`config.mk`:
```
export PLATFORM = sky130hd
export DESIGN_NAME = rv_warp_sched_rr
export DESIGN_NICKNAME = d
export VERILOG_FILES = /design/src/rtl/rv_warp_sched_rr.sv
export SDC_FILE = /design/constraint.sdc
export NUM_CORES = 1
export LEC_CHECK = 0
export ABC_AREA = 1
export BUFFER_PORTS_ARGS = -buffer_cell sky130_fd_sc_hd__buf_2
export CAP_MARGIN = 20
export CORE_AREA = 4 4 61 91
export CTS_CLUSTER_DIAMETER = 80
export DETAILED_ROUTE_END_ITERATION = 7
export DIE_AREA = 0 0 65 95
export PLACE_DENSITY = 0.84
export SLEW_MARGIN = 30
export SYNTH_ARGS = -nofsm -noshare
export SYNTH_HDL_FRONTEND = slang
export SYNTH_SLANG_ARGS = --single-unit
export TNS_END_PERCENT = 100
```
`constraint.sdc`:
```
create_clock -name clk -period 0.97 [get_ports clk]
set_input_delay 0.194 -clock clk [delete_from_list [all_inputs] [get_ports clk]]
set_output_delay 0.194 -clock clk [all_outputs]
set_load 0.005 [all_outputs]
```
`src/rtl/rv_warp_sched_rr.sv`:
```
// Warp scheduler: tracks per-warp PC, thread mask and stall state, and issues
// one registered instruction-fetch request per grant (fixed-priority or round-robin).
module rv_warp_sched_rr #(
    parameter int unsigned CORE_ID      = 0,
    parameter int unsigned NUM_WARPS    = 4,
    parameter int unsigned NUM_THREADS  = 4,
    parameter int unsigned NUM_BARRIERS = 4,
    parameter logic [31:0] STARTUP_ADDR = 32'h8000_0000,
    parameter int unsigned SCHED_MODE   = 1,
    parameter int unsigned MAX_INFLIGHT = 2,
    parameter int unsigned UUID_BITS    = 44,
    localparam int unsigned NWB = $clog2(NUM_WARPS),
    localparam int unsigned NBB = $clog2(NUM_BARRIERS)
) (
    input  logic                             clk,
    input  logic                             reset,
    input  logic                             warp_ctl_if_valid,
    input  logic [NWB-1:0]                   warp_ctl_if_wid,
    input  logic                             warp_ctl_if_tmc_valid,
    input  logic [NUM_THREADS-1:0]           warp_ctl_if_tmc_tmask,
    input  logic                             warp_ctl_if_wspawn_valid,
    input  logic [NUM_WARPS-1:0]             warp_ctl_if_wspawn_wmask,
    input  logic [31:0]                      warp_ctl_if_wspawn_pc,
    input  logic                             warp_ctl_if_barrier_valid,
    input  logic [NBB-1:0]                   warp_ctl_if_barrier_id,
    input  logic [NWB-1:0]                   warp_ctl_if_barrier_size_m1,
    input  logic                             branch_ctl_if_valid,
    input  logic [NWB-1:0]                   branch_ctl_if_wid,
    input  logic                             branch_ctl_if_taken,
    input  logic [31:0]                      branch_ctl_if_dest,
    input  logic                             wstall_if_valid,
    input  logic [NWB-1:0]                   wstall_if_wid,
    input  logic                             wstall_if_stalled,
    input  logic                             ifetch_rsp_done,
    output logic                             ifetch_req_if_valid,
    input  logic                             ifetch_req_if_ready,
    output logic [UUID_BITS-1:0]             ifetch_req_if_uuid,
    output logic [NUM_THREADS-1:0]           ifetch_req_if_tmask,
    output logic [NWB-1:0]                   ifetch_req_if_wid,
    output logic [31:0]                      ifetch_req_if_PC,
    output logic [NUM_WARPS*NUM_THREADS-1:0] fetch_to_csr_if_thread_masks,
    output logic                             busy
);

    localparam int unsigned NUM_CORES    = 1;
    localparam int unsigned NUM_CLUSTERS = 1;
    localparam int unsigned NCW          = NWB + 1;

    logic [NUM_WARPS-1:0]                  r_active, r_stalled, r_spawn;
    logic [NUM_WARPS-1:0][NUM_THREADS-1:0] r_tmask;
    logic [31:0]                           r_pc [NUM_WARPS];
    logic [NUM_WARPS-1:0]                  r_bar [NUM_BARRIERS];
    logic [31:0]                           r_spawn_pc;
    logic [NWB-1:0]                        r_rr_ptr;
    logic [3:0]                            r_inflight;
    logic [UUID_BITS-1:0]                  r_issued;
    logic                                  r_run;
    logic                                  r_valid;
    logic [UUID_BITS-1:0]                  r_uuid;
    logic [NUM_THREADS-1:0]                r_out_tmask;
    logic [31:0]                           r_out_pc;
    logic [NWB-1:0]                        r_out_wid;

    logic [NUM_WARPS-1:0]   w_bar_any, w_ready;
    logic                   w_fire, w_sched, w_found;
    logic [4:0]             w_pending;
    logic [NWB-1:0]         w_grant_wid;
    logic [31:0]            w_grant_pc;
    logic [NUM_THREADS-1:0] w_grant_tmask;
    logic [UUID_BITS-1:0]   w_grant_uuid;
    logic [NCW-1:0]         w_bar_cnt;

    // Barrier occupancy: any warp waiting in any barrier is blocked.
    always_comb begin
        w_bar_any = '0;
        for (int b = 0; b < int'(NUM_BARRIERS); b++) begin
            w_bar_any = w_bar_any | r_bar[NBB'(b)];
        end
        w_bar_cnt = '0;
        for (int j = 0; j < int'(NUM_WARPS); j++) begin
            w_bar_cnt = w_bar_cnt + NCW'(r_bar[warp_ctl_if_barrier_id][NWB'(j)]);
        end
    end

    assign w_ready   = r_active & ~r_stalled & ~w_bar_any;
    assign w_fire    = r_valid & ifetch_req_if_ready;
    // The request sitting in the output stage will become an outstanding fetch.
    assign w_pending = 5'(r_inflight) + 5'(r_valid);
    assign w_sched   = r_run & (|w_ready) & (~r_valid | ifetch_req_if_ready)
                     & (w_pending < 5'(MAX_INFLIGHT));

    // Pick a warp: lowest ready wid, or first ready wid after the last grant.
    always_comb begin
        logic [NWB-1:0] v_idx;
        v_idx       = '0;
        w_found     = 1'b0;
        w_grant_wid = '0;
        for (int i = 0; i < int'(NUM_WARPS); i++) begin
            v_idx = (SCHED_MODE == 0) ? NWB'(i) : r_rr_ptr + NWB'(i + 1);
            if (!w_found && w_ready[v_idx]) begin
                w_found     = 1'b1;
                w_grant_wid = v_idx;
            end
        end
    end

    // A warp whose previous fetch fires this cycle continues from that fetch's PC.
    assign w_grant_pc    = r_spawn[w_grant_wid] ? r_spawn_pc :
                           (w_fire && r_out_wid == w_grant_wid) ? r_out_pc + 32'd4 :
                           r_pc[w_grant_wid];
    assign w_grant_tmask = r_spawn[w_grant_wid] ? NUM_THREADS'(1) : r_tmask[w_grant_wid];
    assign w_grant_uuid  = r_issued * UUID_BITS'(NUM_CORES * NUM_CLUSTERS) + UUID_BITS'(CORE_ID);

    // Later writes in this block take precedence for the same warp.
    always_ff @(posedge clk or negedge reset) begin
        if (!reset) begin
            r_active    <= NUM_WARPS'(1);
            r_stalled   <= '0;
            r_spawn     <= '0;
            for (int j = 0; j < int'(NUM_WARPS); j++) begin
                r_tmask[NWB'(j)] <= (j == 0) ? NUM_THREADS'(1) : '0;
                r_pc[NWB'(j)]    <= (j == 0) ? STARTUP_ADDR : 32'd0;
            end
            for (int b = 0; b < int'(NUM_BARRIERS); b++) begin
                r_bar[NBB'(b)] <= '0;
            end
            r_spawn_pc  <= '0;
            r_rr_ptr    <= NWB'(NUM_WARPS - 1);
            r_inflight  <= '0;
            r_issued    <= '0;
            r_run       <= 1'b0;
            r_valid     <= 1'b0;
            r_uuid      <= '0;
            r_out_tmask <= '0;
            r_out_pc    <= '0;
            r_out_wid   <= '0;
        end else begin
            // Scheduling is held off for the first cycle after reset release.
            r_run <= 1'b1;
            if (warp_ctl_if_valid && warp_ctl_if_wspawn_valid) begin
                r_active   <= warp_ctl_if_wspawn_wmask;
                r_spawn_pc <= warp_ctl_if_wspawn_pc;
                for (int j = 1; j < int'(NUM_WARPS); j++) begin
                    if (warp_ctl_if_wspawn_wmask[NWB'(j)]) begin
                        r_spawn[NWB'(j)] <= 1'b1;
                        r_tmask[NWB'(j)] <= NUM_THREADS'(1);
                    end
                end
            end
            if (warp_ctl_if_valid && warp_ctl_if_barrier_valid) begin
                r_stalled[warp_ctl_if_wid] <= 1'b0;
                if (w_bar_cnt == NCW'(warp_ctl_if_barrier_size_m1)) begin
                    r_bar[warp_ctl_if_barrier_id] <= '0;
                end else begin
                    r_bar[warp_ctl_if_barrier_id][warp_ctl_if_wid] <= 1'b1;
                end
            end
            if (warp_ctl_if_valid && warp_ctl_if_tmc_valid) begin
                r_tmask[warp_ctl_if_wid]   <= warp_ctl_if_tmc_tmask;
                r_active[warp_ctl_if_wid]  <= |warp_ctl_if_tmc_tmask;
                r_stalled[warp_ctl_if_wid] <= 1'b0;
            end
            if (branch_ctl_if_valid) begin
                r_stalled[branch_ctl_if_wid] <= 1'b0;
                if (branch_ctl_if_taken) begin
                    r_pc[branch_ctl_if_wid] <= branch_ctl_if_dest;
                end
            end
            if (w_sched) begin
                r_stalled[w_grant_wid] <= 1'b1;
                r_spawn[w_grant_wid]   <= 1'b0;
                r_rr_ptr               <= w_grant_wid;
                r_issued               <= r_issued + UUID_BITS'(1);
                r_valid                <= 1'b1;
                r_uuid                 <= w_grant_uuid;
                r_out_tmask            <= w_grant_tmask;
                r_out_pc               <= w_grant_pc;
                r_out_wid              <= w_grant_wid;
            end else if (w_fire) begin
                r_valid <= 1'b0;
            end
            if (w_fire) begin
                r_pc[r_out_wid] <= r_out_pc + 32'd4;
            end
            if (wstall_if_valid) begin
                r_stalled[wstall_if_wid] <= wstall_if_stalled;
            end
            // Outstanding fetches; a retire with nothing outstanding is dropped.
            if (w_fire && !(ifetch_rsp_done && r_inflight != 4'd0)) begin
                r_inflight <= r_inflight + 4'd1;
            end else if (!w_fire && ifetch_rsp_done && r_inflight != 4'd0) begin
                r_inflight <= r_inflight - 4'd1;
            end
        end
    end

    assign ifetch_req_if_valid          = r_valid;
    assign ifetch_req_if_uuid           = r_uuid;
    assign ifetch_req_if_tmask          = r_out_tmask;
    assign ifetch_req_if_wid            = r_out_wid;
    assign ifetch_req_if_PC             = r_out_pc;
    assign fetch_to_csr_if_thread_masks = r_tmask;
    assign busy                         = |r_active;

endmodule

```
# ---- Word level (Yosys, flattened, before mapping)
# Cells that the tools add are included.
dict set report op_classes {
  magnitude_cmp 2
  n_mux 11
  n_reduce_logical 6
}
# cell n
set ops {}
lappend ops {{4-bit two-way mux} 5}
lappend ops {{16-bit bitwise mux} 1}
lappend ops {{4-bit demux with 2-bit select} 1}
lappend ops {{8-bit two-way mux} 1}
lappend ops {{4-bit OR reduction} 2}
lappend ops {{4-bit bitwise mux} 1}
lappend ops {{1-bit logical AND} 3}
lappend ops {{2-bit by 3-bit less-than comparator with 1-bit output, second input constant} 1}
lappend ops {{1-bit demux with 2-bit select} 1}
lappend ops {{2-bit by 1-bit greater-or-equal comparator with 1-bit output, second input constant} 1}
lappend ops {{2-bit AND reduction} 1}
lappend ops {{1-bit two-way mux} 1}
dict set report totals {
  reg_bits 20
  inputBits 94
  word_cells 24
}

# ---- Depth between registers and ports, before layout
# Gate-level depths: netlist of the first run.
dict set report logic_depth {
  depth_word 6
  depth_mapped 6
  depth_no_buf 6
}

# ---- Worst setup path after synthesis of the first run
# OpenSTA, ideal clock, no wires.
dict set report synth_timing {
  path_kind {input to register}
  start {in warp_ctl_if_tmc_valid}
  end {reg r_tmask, in the netlist fetch_to_csr_if_thread_masks[10], enable pin}
  t_arrival_ns 0.663
  required_ns 0.641
  path_slack_ns -0.022
  path_stages 4
  path_buffers 0
  cell_sequence {nand2_2 -> nor2_1 -> inv_1 -> nor2_1}
}
dict set report synth_via {
  elab_chain_cells 2
}
# item line
set synth_rtl {}
lappend synth_rtl {{start, declared} 19} ;# input logic warp_ctl_if_tmc_valid,
lappend synth_rtl {{1-bit logical AND} 158} ;# if (warp_ctl_if_valid && warp_ctl_if_tmc_valid) begin
lappend synth_rtl {{2-bit AND reduction (no line)} n/a}
lappend synth_rtl {{end signal, assigned by index} 121} ;# r_tmask[NWB'(j)] <= (j == 0) ? NUM_THREADS'(1) : '0;
lappend synth_rtl {{end signal, assigned by index} 159} ;# r_tmask[warp_ctl_if_wid] <= warp_ctl_if_tmc_tmask;
lappend synth_rtl {{end, declared} 50} ;# logic [NUM_WARPS-1:0][NUM_THREADS-1:0] r_tmask;
# No other way between the ends.
# A chain may end at the register's enable or synchronous reset.

# ---- Worst setup path in the final report of the first run
dict set report layout_timing {
  start {reg r_active[0]}
  end {out busy}
}
dict set report layout_via {
  elab_chain_cells 1
}
# item line
set layout_rtl {}
lappend layout_rtl {{start, declared} 49} ;# logic [NUM_WARPS-1:0] r_active, r_stalled, r_spawn;
lappend layout_rtl {{start signal, assigned} 141} ;# r_active <= warp_ctl_if_wspawn_wmask;
lappend layout_rtl {{start signal, assigned by index} 160} ;# r_active[warp_ctl_if_wid] <= |warp_ctl_if_tmc_tmask;
lappend layout_rtl {{4-bit OR reduction} 203} ;# assign busy = |r_active;
lappend layout_rtl {{end, declared} 42} ;# output logic busy
# No other way between the ends.

==> results.cfg, run 1 <==
[synthesis]
syn_inst = 180
synth.avg_cell_area_um2 = 8.320
synthDistinctLibCells = 14
netlist_area_um2 = 1498
ys_warn_count = 0
yosysSeqAreaShare_pct = 36.26
ys_ff_latch = 20

[clock_tree]
cts_tree = done
clk_pin_slew_ns = 0.07
cts_buffers = 3
clockBufferDepth = 2
h-tree-depth = 1
cts.sinks = 20
clock-root-buffer = clkbuf_8
clk_latency_ns = 0.25

[job]
cap_violations = 0

[routing]
vias = 1026
drc = 0
drtIter0Drc = 73
post_drt_wl_per_cell_um = 8.918
viasPerCell = 3.490
firstDrtPassIters = 4
wl_um = 2622
ant_nets = 0

[global_routing]
met1_usage_pct = 6.130
grtUsageMet2_pct = 15.63
grt_max_degree = 13
grt_pass1_wl_um = 3491
antenna_found_initial = 0
busiest_layer = met2
met3_usage_pct = 1.310
grt.total_usage_pct = 7.221
globalRouteOverflowTotal = 0
grt_pass1_vias = 809

[critical_path]
crit_arrival_ns = 0.97
r2r_cells = 4
timing.rr.end = fetch_to_csr_if_thread_masks[0]
criticalPathCategory = reg -> out
reg2reg_slack_ns = 0.04
critPathMaxFanout = 2
r2r-start = fetch_to_csr_if_thread_masks[0]
worstPathRequired_ns = 0.78
critPathCapture = busy
crit_path_start_kind = flop
end_kind = output pin
crit_start = r_active[0]

[timing]
hold_violations = 0
period_minus_slack_ns = 1.165
slew_violations = 0
fin_setup_tns_ns = -0.3324
rsz0062_at_grt = yes
fin_worst_skew_ns = 0
setup_viol = 3
whs_ns = 0.1413
fmax_ghz = 0.8584
fin_crit_sh_pct = 120.1
setup_slack_ns = -0.1950

[layout]
final_cell_mix = conb_1, buf_2, nand2_1
syn_to_final_growth_pct = 6.934
nFillCells = 473
diodes = 0
nNetsFinal = 323
drive_gt1_share_pct = 24.56
fin_util_pct = 33.57
layout_commonest_cell = conb_1

[die]
dieArea_um2 = 6175
die_w_um = 65
rows = 31
initial_core_util_pct = 31.39
core_um2 = 4771
ioPinCount = 194
die_y_um = 95

[power_and_ir_drop]
leakagePower_nw = 0.9264
p_total_w = 0.002249
p_per_area_nw_per_um2 = 1404
ir_drop_mv = 0.4518

[placement]
hpwl_um = 2173
gp_congestion = 0.7925
numPortBuffers = 31
dpl_worst_slack_ns = -0.1570

[outcome]
violations = negative setup slack
status = finished, violations left

[hold_path]
hp-class = in -> reg
[through the flow]
| step | instances | cell area, µm² |
|---|---|---|
| 3_3_place_gp | 285 | 1488 |
| 6_report | 294 | 1602 |
| 2_1_floorplan | 262 | 1805 |
| 3_5_place_dp | 285 | 1488 |
| 5_1_grt | 294 | 1602 |
| 4_1_cts | 291 | 1579 |
[cell families after synthesis]
logic type | after synthesis | synth area share (%)
other | 1 | 0.2504
buffers and inverters | 97 | 45.36
AND/OR/NAND/NOR | 55 | 15.79
flip-flops | 20 | 36.26
AO/OA/AOI/OAI | 7 | 2.339
[timing repair]
item / in CTS / in global routing
cloned: 0 / 0
hold buffers: 1 / 0
buffers inserted: 1 / 3
hold endpoints to repair: 10 / 0
pin swaps: 2 / 0
gates resized for setup: 1 / 0
setup endpoints to repair: 5 / 10
[critical path: stages, from the launching register on]
cell and delay [ns]:
dfstp_2 0.54, nor2_2 0.04, nand2_1 0.04, buf_2 0.10
[cell type report]
| type | instances | area (µm²) | share of cell area, % |
|---|---|---|---|
| Clock buffer | 3 | 41.29 | 2.578 |
| Clock inverter | 1 | 30.03 | 1.875 |
| Inverter | 14 | 56.30 | 3.516 |
| Multi-Input combinational cell | 145 | 585.6 | 36.56 |
| Sequential cell | 20 | 543.0 | 33.91 |
| Tap cell | 66 | 82.58 | 5.156 |
| Timing Repair Buffer | 45 | 262.8 | 16.41 |
[metal layers]
| layer | vias to the layer above | part of all wire, % |
|---|---|---|
| met5 | - | 0 |
| met4 | 0 | 1.1 |
| met2 | 95 | 53 |
| met3 | 5 | 17 |
| li1 | 480 | - |
| met1 | 446 | 29 |
[synthesized netlist by cell type (all sizes together)]
cell	count	area [µm²]
dfstp	2	52.55
nand3	10	50.05
inv	13	51.30
nor2	20	75.07
o21ai	7	35.03
edfxtp	8	240.2
buf	83	623.1
dfrtp	10	250.2
nand2	25	111.4
conb	1	3.750
clkinv	1	5.000
[sequential cells by signal (all words and copies together) (netlist names)]
signal / cells
fetch_to_csr_if_thread_masks: 16
r_active: 4
[worst min path at each step]
stage                                  start                               end  slack, ns  depth (start not counted)
floorplan                              reset   fetch_to_csr_if_thread_masks[1]      -0.10                          0
global placement                       reset                       r_active[2]       0.14                          2
detailed placement                     reset                       r_active[1]       0.14                          2
CTS                 warp_ctl_if_tmc_tmask[3]  fetch_to_csr_if_thread_masks[11]       0.14                          1
global route        warp_ctl_if_tmc_tmask[3]  fetch_to_csr_if_thread_masks[11]       0.14                          1
finish              warp_ctl_if_tmc_tmask[3]  fetch_to_csr_if_thread_masks[11]       0.14                          1
[where the power goes]
part / switching, W / leakage, nW / total [W] / internal (W)
clock network: 0.000256 / 0.0357 / 0.000806 / 0.000550
logic: 0.000257 / 0.674 / 0.000430 / 0.000174
registers: 0.0000413 / 0.216 / 0.00101 / 0.000971
total: 0.000554 / 0.926 / 0.00225 / 0.00170
Power figures use the tool's default switching activity.
==> inputs of run 2 (changes only) <==
- PLACE_DENSITY: 0.84 -> 0.8
==> run 2 against run 1 <==
Compared with the run above:
- the run still ends with negative setup slack left
- combinational power about the same
- sequential share of layout area down 0.16 points
- die area is the same
- largest cell class unchanged
- largest power group unchanged
- highest routed layer unchanged
==> results.cfg, run 2 (synthesized netlist as in run 1, its figures left out) <==
[clock_tree]
cts_tree = done
h-tree-depth = 1
clk_pin_slew_ns = 0.07
cts.sinks = 20
clock-root-buffer = clkbuf_8
cts_buffers = 3
clockBufferDepth = 2
clk_latency_ns = 0.26

[timing]
hold_violations = 0
setup_viol = 5
rsz0062_at_grt = yes
period_minus_slack_ns = 1.170
fin_worst_skew_ns = 0
fin_crit_sh_pct = 120.6
fmax_ghz = 0.8548
whs_ns = 0.1445
fin_setup_tns_ns = -0.3258
setup_slack_ns = -0.1999
slew_violations = 0

[power_and_ir_drop]
ir_drop_mv = 0.5766
p_per_area_nw_per_um2 = 1408
leakagePower_nw = 0.9312
p_total_w = 0.002266

[outcome]
status = finished, violations left
violations = negative setup slack

[critical_path]
worst-path-buf-inv = 1
end_kind = output pin
worstPathRequired_ns = 0.78
criticalPathCategory = reg -> out
critPathMaxFanout = 2
crit_arrival_ns = 0.98
slowest_stage = dfstp_2
cp_top_family = flip-flops
critPathMaxStageDelay_ns = 0.54
crit_path_start_kind = flop
reg2reg_slack_ns = 0.15
path_cells = nor2_2, nand2_1, buf_2

[routing]
post_drt_wl_per_cell_um = 8.722
ant_nets = 0
wl_met2_um = 1339
vias = 1007
drtIter0Drc = 32
firstDrtPassIters = 4
drc = 0
wl_um = 2573
met3_length_um = 447
viasPerCell = 3.414
top_layer = met4
m1WireLength_um = 722

[layout]
nFillCells = 489
fin_util_pct = 33.73
diodes = 0
drive_gt1_share_pct = 24.89
layout_commonest_cell = conb_1
largest_reg_flops = 16
seq_area_um2 = 543.0
final_cell_mix = conb_1, buf_2, nand2_1
multi_input_area_um2 = 585.6
syn_to_final_growth_pct = 7.435
nNetsFinal = 324
layout.cells.non_filler = 295

[job]
cap_violations = 0

[global_routing]
globalRouteOverflowTotal = 0
grt_pass1_wl_um = 3450
grt_max_degree = 13
grt_pass1_vias = 843
grt.total_usage_pct = 7.328
antenna_found_initial = 0

[die]
rows = 31
ioPinCount = 194
die_y_um = 95
initial_core_util_pct = 31.39
core_um2 = 4771
die_w_um = 65
dieArea_um2 = 6175

[placement]
placed_cells = 286
hpwl_um = 2198
gp_congestion = 0.7748
numPortBuffers = 31

[hold_path]
hp-class = in -> reg
## run 2: cell types whose count changed in the layout (fill, tap and decap cells not counted), sizes merged
| cell | delta |
|---|---|
| buf | +1 |
## run 2: path summary, 6_finish.rpt
path / start / endpoint / cells past startpoint
worst max-delay path: r_active[0] / busy / 3
worst min-delay path: warp_ctl_if_tmc_tmask[3] / fetch_to_csr_if_thread_masks[11] / 1
worst max register to register: r_active[0] / r_active[0] / 4
worst min register to register: fetch_to_csr_if_thread_masks[3] / fetch_to_csr_if_thread_masks[3] / 2
max in group asynchronous: reset / fetch_to_csr_if_thread_masks[0] / 3
min in group asynchronous: reset / fetch_to_csr_if_thread_masks[7] / 3
## run 2: metrics by stage
stage,setup WS (ns),cell area (µm²)
after floorplan,-0.02180,1805
after global placement,-0.1665,1495
after detailed placement,-0.1847,1495
after CTS,-0.2053,1587
after global routing,-0.2632,1609
final,-0.1999,1609
## run 2: area by class of cell
| cell class | count | share of cell area [%] |
|---|---|---|
| Timing Repair Buffer | 46 | 16.80 |
| Clock buffer | 3 | 2.566 |
| Sequential cell | 20 | 33.75 |
| Inverter | 14 | 3.499 |
| Multi-Input combinational cell | 145 | 36.39 |
| Tap cell | 66 | 5.132 |
| Clock inverter | 1 | 1.866 |
## run 2: metal layers
| metal | vias to the layer above | track usage [%] |
|---|---|---|
| li1 | 484 | - |
| met4 | 0 | 5.644 |
| met2 | 89 | 14.18 |
| met1 | 429 | 6.383 |
| met3 | 5 | 1.429 |
| met5 | - | 0 |
## run 2: timing repair
| item | in CTS | in global routing |
|---|---|---|
| pin swaps | 2 | 0 |
| hold buffers | 1 | 0 |
| endpoints found under the setup margin | 7 | 14 |
| gates resized for setup | 1 | 0 |
| endpoints found under the hold margin | 10 | 0 |
| buffers inserted | 1 | 3 |
## run 2: where the power goes
part           switching, W  internal, W  total [W]  leakage, nW
logic              0.000253     0.000176   0.000429        0.679
clock network      0.000274     0.000551   0.000826       0.0357
registers         0.0000402     0.000971    0.00101        0.216
